===== config.mk =====
export PLATFORM = sky130hd
export DESIGN_NAME = acc_stream_flat
export DESIGN_NICKNAME = d
export VERILOG_FILES = /design/src/rtl/acc_stream_if.sv /design/src/rtl/acc_stream.sv /design/src/flat_wrapper.sv
export SDC_FILE = /design/constraint.sdc
export NUM_CORES = 1
export LEC_CHECK = 0
export ABC_AREA = 1
export CORE_MARGIN = 2
export CORE_UTILIZATION = 35
export CTS_CLUSTER_SIZE = 25
export DETAILED_ROUTE_END_ITERATION = 8
export PLACE_DENSITY_LB_ADDON = 0.1
export SKIP_LAST_GASP = 1
export SYNTH_ARGS = -nofsm -noshare
export SYNTH_HDL_FRONTEND = slang
export SYNTH_SLANG_ARGS = --single-unit

===== constraint.sdc =====
create_clock -name clk -period 4.97 [get_ports clk]
set_input_delay 0.7455 -clock clk [delete_from_list [all_inputs] [get_ports clk]]
set_output_delay 0.7455 -clock clk [all_outputs]
set_load 0.02 [all_outputs]

===== src/rtl/acc_stream_if.sv =====
// Stream/adder bundle for acc_stream: term input stream, result output stream and the
// operand/sum wires to the shared external combinational adder.
interface acc_stream_if #(
    parameter int WIDTH = 32
);
    logic             in_valid;
    logic             in_ready;
    logic [WIDTH-1:0] in_data;
    logic [WIDTH-1:0] add_a;
    logic [WIDTH-1:0] add_b;
    logic [WIDTH-1:0] add_ans;
    logic             out_valid;
    logic             out_ready;
    logic [WIDTH-1:0] out_data;
    logic             out_ovf;

    // Accumulator side
    modport slave (
        input  in_valid, in_data, out_ready, add_ans,
        output in_ready, out_valid, out_data, out_ovf, add_a, add_b
    );

    // Producer/consumer/adder side
    modport master (
        output in_valid, in_data, out_ready, add_ans,
        input  in_ready, out_valid, out_data, out_ovf, add_a, add_b
    );
endinterface


===== src/rtl/acc_stream.sv =====
// Streaming window accumulator wrapped around a shared combinational adder.
// Sums windows of cfg_len signed terms and emits one result per window with sticky overflow.
module acc_stream #(
    parameter int WIDTH = 32,
    parameter int LEN_W = 8
) (
    input  logic             clk,
    input  logic             rst_n,
    input  logic             flush,
    input  logic [LEN_W-1:0] cfg_len,
    acc_stream_if.slave      bus
);
    typedef enum logic [1:0] {
        S_IDLE,
        S_ACC,
        S_OUT
    } state_t;

    localparam logic [LEN_W-1:0] LEN_ONE = LEN_W'(1);

    state_t           r_state;
    logic [WIDTH-1:0] r_acc;
    logic [LEN_W-1:0] r_cnt;
    logic [LEN_W-1:0] r_len_q;
    logic             r_ovf_acc;
    logic             r_out_valid;
    logic [WIDTH-1:0] r_out_data;
    logic             r_out_ovf;

    logic             w_first;
    logic             w_ready_core;
    logic             w_accept;
    logic             w_ovf;
    logic             w_last;
    logic [LEN_W-1:0] w_len_eff;

    // Any beat taken outside ACC opens a new window, so the adder starts from zero.
    assign w_first      = (r_state != S_ACC);
    assign w_ready_core = !flush && ((r_state != S_OUT) || bus.out_ready);
    assign w_accept     = bus.in_valid && w_ready_core;
    assign w_len_eff    = (cfg_len == '0) ? LEN_ONE : cfg_len;
    assign w_last       = (r_cnt == (r_len_q - LEN_ONE));

    assign bus.add_a = w_first ? '0 : r_acc;
    assign bus.add_b = bus.in_data;
    assign w_ovf     = (bus.add_a[WIDTH-1] == bus.add_b[WIDTH-1]) &&
                       (bus.add_ans[WIDTH-1] != bus.add_a[WIDTH-1]);

    // rst_n gates only the output, so accept logic stays free of the reset net.
    assign bus.in_ready  = rst_n && w_ready_core;
    assign bus.out_valid = r_out_valid;
    assign bus.out_data  = r_out_data;
    assign bus.out_ovf   = r_out_ovf;

    always_ff @(posedge clk or negedge rst_n) begin
        if (!rst_n) begin
            r_state     <= S_IDLE;
            r_acc       <= '0;
            r_cnt       <= '0;
            r_len_q     <= '0;
            r_ovf_acc   <= 1'b0;
            r_out_valid <= 1'b0;
            r_out_data  <= '0;
            r_out_ovf   <= 1'b0;
        end else if (flush) begin
            r_state     <= S_IDLE;
            r_cnt       <= '0;
            r_acc       <= '0;
            r_ovf_acc   <= 1'b0;
            r_out_valid <= 1'b0;
        end else if (w_accept) begin
            if (w_first) begin
                // In OUT this also consumes the pending result (out_ready is implied).
                r_len_q <= w_len_eff;
                if (w_len_eff == LEN_ONE) begin
                    r_out_data  <= bus.add_ans;
                    r_out_ovf   <= w_ovf;
                    r_out_valid <= 1'b1;
                    r_state     <= S_OUT;
                end else begin
                    r_acc       <= bus.add_ans;
                    r_ovf_acc   <= w_ovf;
                    r_cnt       <= LEN_ONE;
                    r_out_valid <= 1'b0;
                    r_state     <= S_ACC;
                end
            end else if (w_last) begin
                r_out_data  <= bus.add_ans;
                r_out_ovf   <= r_ovf_acc | w_ovf;
                r_out_valid <= 1'b1;
                r_cnt       <= '0;
                r_state     <= S_OUT;
            end else begin
                r_acc     <= bus.add_ans;
                r_ovf_acc <= r_ovf_acc | w_ovf;
                r_cnt     <= r_cnt + LEN_ONE;
            end
        end else if ((r_state == S_OUT) && bus.out_ready) begin
            r_state     <= S_IDLE;
            r_out_valid <= 1'b0;
        end
    end
endmodule


===== src/flat_wrapper.sv =====
// flat-port wrapper written by rule: the top's interface ports become plain ports
module acc_stream_flat 
#(
    parameter int WIDTH = 32,
    parameter int LEN_W = 8
)
  (clk, rst_n, flush, cfg_len, bus_in_valid, bus_in_data, bus_out_ready, bus_add_ans, bus_in_ready, bus_out_valid, bus_out_data, bus_out_ovf, bus_add_a, bus_add_b);
  acc_stream_if #(.WIDTH(WIDTH)) bus_i ();
  input  logic clk;
  input  logic rst_n;
  input  logic flush;
  input  logic [LEN_W-1:0] cfg_len;
  input wire logic [$bits(bus_i.in_valid)-1:0] bus_in_valid;
  input wire logic [$bits(bus_i.in_data)-1:0] bus_in_data;
  input wire logic [$bits(bus_i.out_ready)-1:0] bus_out_ready;
  input wire logic [$bits(bus_i.add_ans)-1:0] bus_add_ans;
  output wire logic [$bits(bus_i.in_ready)-1:0] bus_in_ready;
  output wire logic [$bits(bus_i.out_valid)-1:0] bus_out_valid;
  output wire logic [$bits(bus_i.out_data)-1:0] bus_out_data;
  output wire logic [$bits(bus_i.out_ovf)-1:0] bus_out_ovf;
  output wire logic [$bits(bus_i.add_a)-1:0] bus_add_a;
  output wire logic [$bits(bus_i.add_b)-1:0] bus_add_b;
  assign bus_i.in_valid = bus_in_valid;
  assign bus_i.in_data = bus_in_data;
  assign bus_i.out_ready = bus_out_ready;
  assign bus_i.add_ans = bus_add_ans;
  assign bus_in_ready = bus_i.in_ready;
  assign bus_out_valid = bus_i.out_valid;
  assign bus_out_data = bus_i.out_data;
  assign bus_out_ovf = bus_i.out_ovf;
  assign bus_add_a = bus_i.add_a;
  assign bus_add_b = bus_i.add_b;
  acc_stream #(.WIDTH(WIDTH), .LEN_W(LEN_W)) u_core (.clk(clk), .rst_n(rst_n), .flush(flush), .cfg_len(cfg_len), .bus(bus_i));
endmodule

==> metrics.txt <==
die area 13200 um2; DR DRC count 0; CTS tree done; Chip Height 115 um; CP arrival 3.52 ns; # port buffers 113; violation count after the first detailed-route iteration 167; Power Density 443 nW/um2; Reg2Reg Depth 11; Initial Utilization 36.0%; total CTS buffers 9; CTS clk-pin slew, worst paths 0.06 ns; synth-to-layout area growth 29.3%; cell area after layout 5580 um2; minimum clock period 3.25 ns; final setup vio count 0; clk_lat worst skew 0.34 ns; gpl congestion 0.825; Max Slew Vio Count 0; Routed Antenna Nets 0; syn nets 634; WHS 0.348 ns; Post-Synthesis Cells 555; share of cells above drive strength 1 7.12%; initial antenna violation count 0; RSZ-0062 raised after global routing no; number of global-route vias before repair 3701; Worst Tran Pin Value 0.935 ns; CP max FO 33; Syn Area/Cell 7.78 um2; DP Area 5290 um2; Fin Setup TNS 0 ns; Synth Register Bits 84; placed instance count 763; Distinct cells, synth 34; All-Layer GR Usage 18.8%; Vias 3704; core area 12000 um2; f_max 308 MHz; slew margin rel. 37.5%; total congestion overflow 0; Hold Buf Count CTS 0; Die W 115 um; H-Tree Depth 3; Tightest Hold Check Type input pin to asynchronous set/reset pin; P_leak 2.68 nW; MaxCap Viol Count 0; CP Capture Type register; Vias/cell 4.75; worst setup path class register to register; outcome completed; yosys warns 0; Nets 706; row cnt 40; largest net degree at the start of global routing 51; CTS Root Cell clkbuf_16; # diodes 0; I/O pin count 176; first-pass GRT wire length 19300 um; CP Launch Type register; dpl hpwl 7970 um; sequential area share after synthesis 48.7%; Non-Filler Instances 779; CTS sink cnt 84; final wirelength 11800 um; Final Hold Vio Count 0; setup bufs post-CTS 0; drt first pass iters 4; worst IR drop on VDD 0.225 mV; routed len/inst 15.1 um; post-CTS sizing 0; CP Data Required Time 5.24 ns; fin crit share 65.3%; fill count 1229; Worst Skew 0.00880 ns; CTS Buffer Depth 2; Mapped Area 4320 um2
[sequential cells by signal (all words and copies together), names as in the netlist]
register	flops
u_core.bus.out_data	32
u_core.r_acc	32
u_core.r_cnt	8
u_core.r_len_q	8
u_core.bus.out_ovf	1
u_core.bus.out_valid	1
u_core.r_ovf_acc	1
u_core.r_state	1
[placed cells by master (no fill, tap or decap), types with 3 or more instances in the layout]
cell type        instances
inv_2                    9
buf_4                    3
nor2_2                   4
nand2_1                181
o21ai_0                  8
xnor2_1                  4
o22ai_1                  6
inv_1                   52
clkdlybuf4s50_1        112
clkbuf_16                9
xor2_1                   4
dfrtp_1                 84
nor3_1                   3
nand2_2                  4
o21ai_1                  3
nor2_1                  46
nand3_1                 75
[final timing paths]
| path | from | to | slack (ns) |
|---|---|---|---|
| setup / recovery | u_core.r_len_q[0]$_DFFE_PN0P_ | u_core.r_acc[11]$_DFFE_PN0P_ | 1.72 |
| hold / removal | rst_n | u_core.r_len_q[2]$_DFFE_PN0P_ | 0.35 |
| setup reg to reg | u_core.r_len_q[0]$_DFFE_PN0P_ | u_core.r_acc[11]$_DFFE_PN0P_ | 1.72 |
| hold reg to reg | u_core.bus.out_data[13]$_DFFE_PN0P_ | u_core.bus.out_data[13]$_DFFE_PN0P_ | 0.47 |
| max in group asynchronous | rst_n | u_core.r_acc[1]$_DFFE_PN0P_ | 3.58 |
| min in group clk | u_core.bus.out_data[13]$_DFFE_PN0P_ | u_core.bus.out_data[13]$_DFFE_PN0P_ | 0.47 |
[worst max-delay path: stages (launching register included)]
cell     delay [ns]
dfrtp_1        0.40
inv_2          0.12
ha_1           0.26
nand2_1        0.06
nand2_1        0.05
nor2_1         0.14
nand3_1        0.14
a21oi_2        0.18
nand4_2        0.72
nand2_2        0.86
nand2_1        0.12
nand2_1        0.10
[final cells by class]
class,instances,area (um2),share of cell area [%]
clock buffer,10,229,4.10
clock inverter,6,65.1,1.17
inverter,61,229,4.10
multi-input combinational,356,1630,29.2
sequential,84,2100,37.6
tap,147,184,3.29
timing repair buffer,115,1140,20.5
[metal layers]
| layer | global-route usage [%] | wire length (um) |
|---|---|---|
| met3 | 5.75 | 823 |
| met2 | 30.5 | 5590 |
| met1 | 24.1 | 5200 |
| met5 | 0 | 0 |
| met4 | 6.35 | 170 |
[kinds of logic after synthesis]
| family | after synthesis | share of synthesized area, % |
|---|---|---|
| compound gates | 22 | 3.07 |
| xor+xnor | 8 | 1.62 |
| fa+ha+maj | 2 | 0.579 |
| buf+inv | 115 | 13.6 |
| flops | 84 | 48.7 |
| mux | 2 | 0.521 |
| simple gates | 322 | 31.9 |
[power by group]
group          switching, mW  total, mW  internal [mW]
clock                  0.285      0.674          0.390
combinational          0.477      0.849          0.372
sequential             0.105      0.949          0.844
total                  0.866       2.47           1.61
[synthesized netlist by cell type (all sizes together)]
master | number | area share, %
a31o | 1 | 0.20
a221oi | 1 | 0.20
mux2 | 2 | 0.52
nor2 | 52 | 5.0
o21ai | 11 | 1.3
buf | 42 | 7.3
a21oi | 2 | 0.32
nand4 | 2 | 0.43
xor2 | 4 | 0.81
o22a | 1 | 0.20
nor4 | 1 | 0.29
nor3 | 3 | 0.35
inv | 61 | 5.3
nand2 | 186 | 17
nand3b | 1 | 0.17
clkbuf | 12 | 1.0
o22ai | 6 | 0.87
ha | 2 | 0.58
nand3 | 76 | 8.9
dfrtp | 84 | 49
xnor2 | 4 | 0.81
and3 | 1 | 0.14
[through the flow]
step	utilization [%]	power, mW	setup slack [ns]
after floorplan	-	1.43	2.94
after CTS	46.5	2.50	1.63
after global placement	44.0	1.81	1.61
after detailed placement	44.0	1.82	1.59
final	46.5	2.47	1.72
after global routing	46.5	2.63	1.23
No activity file was read; power rests on OpenSTA's default activity.
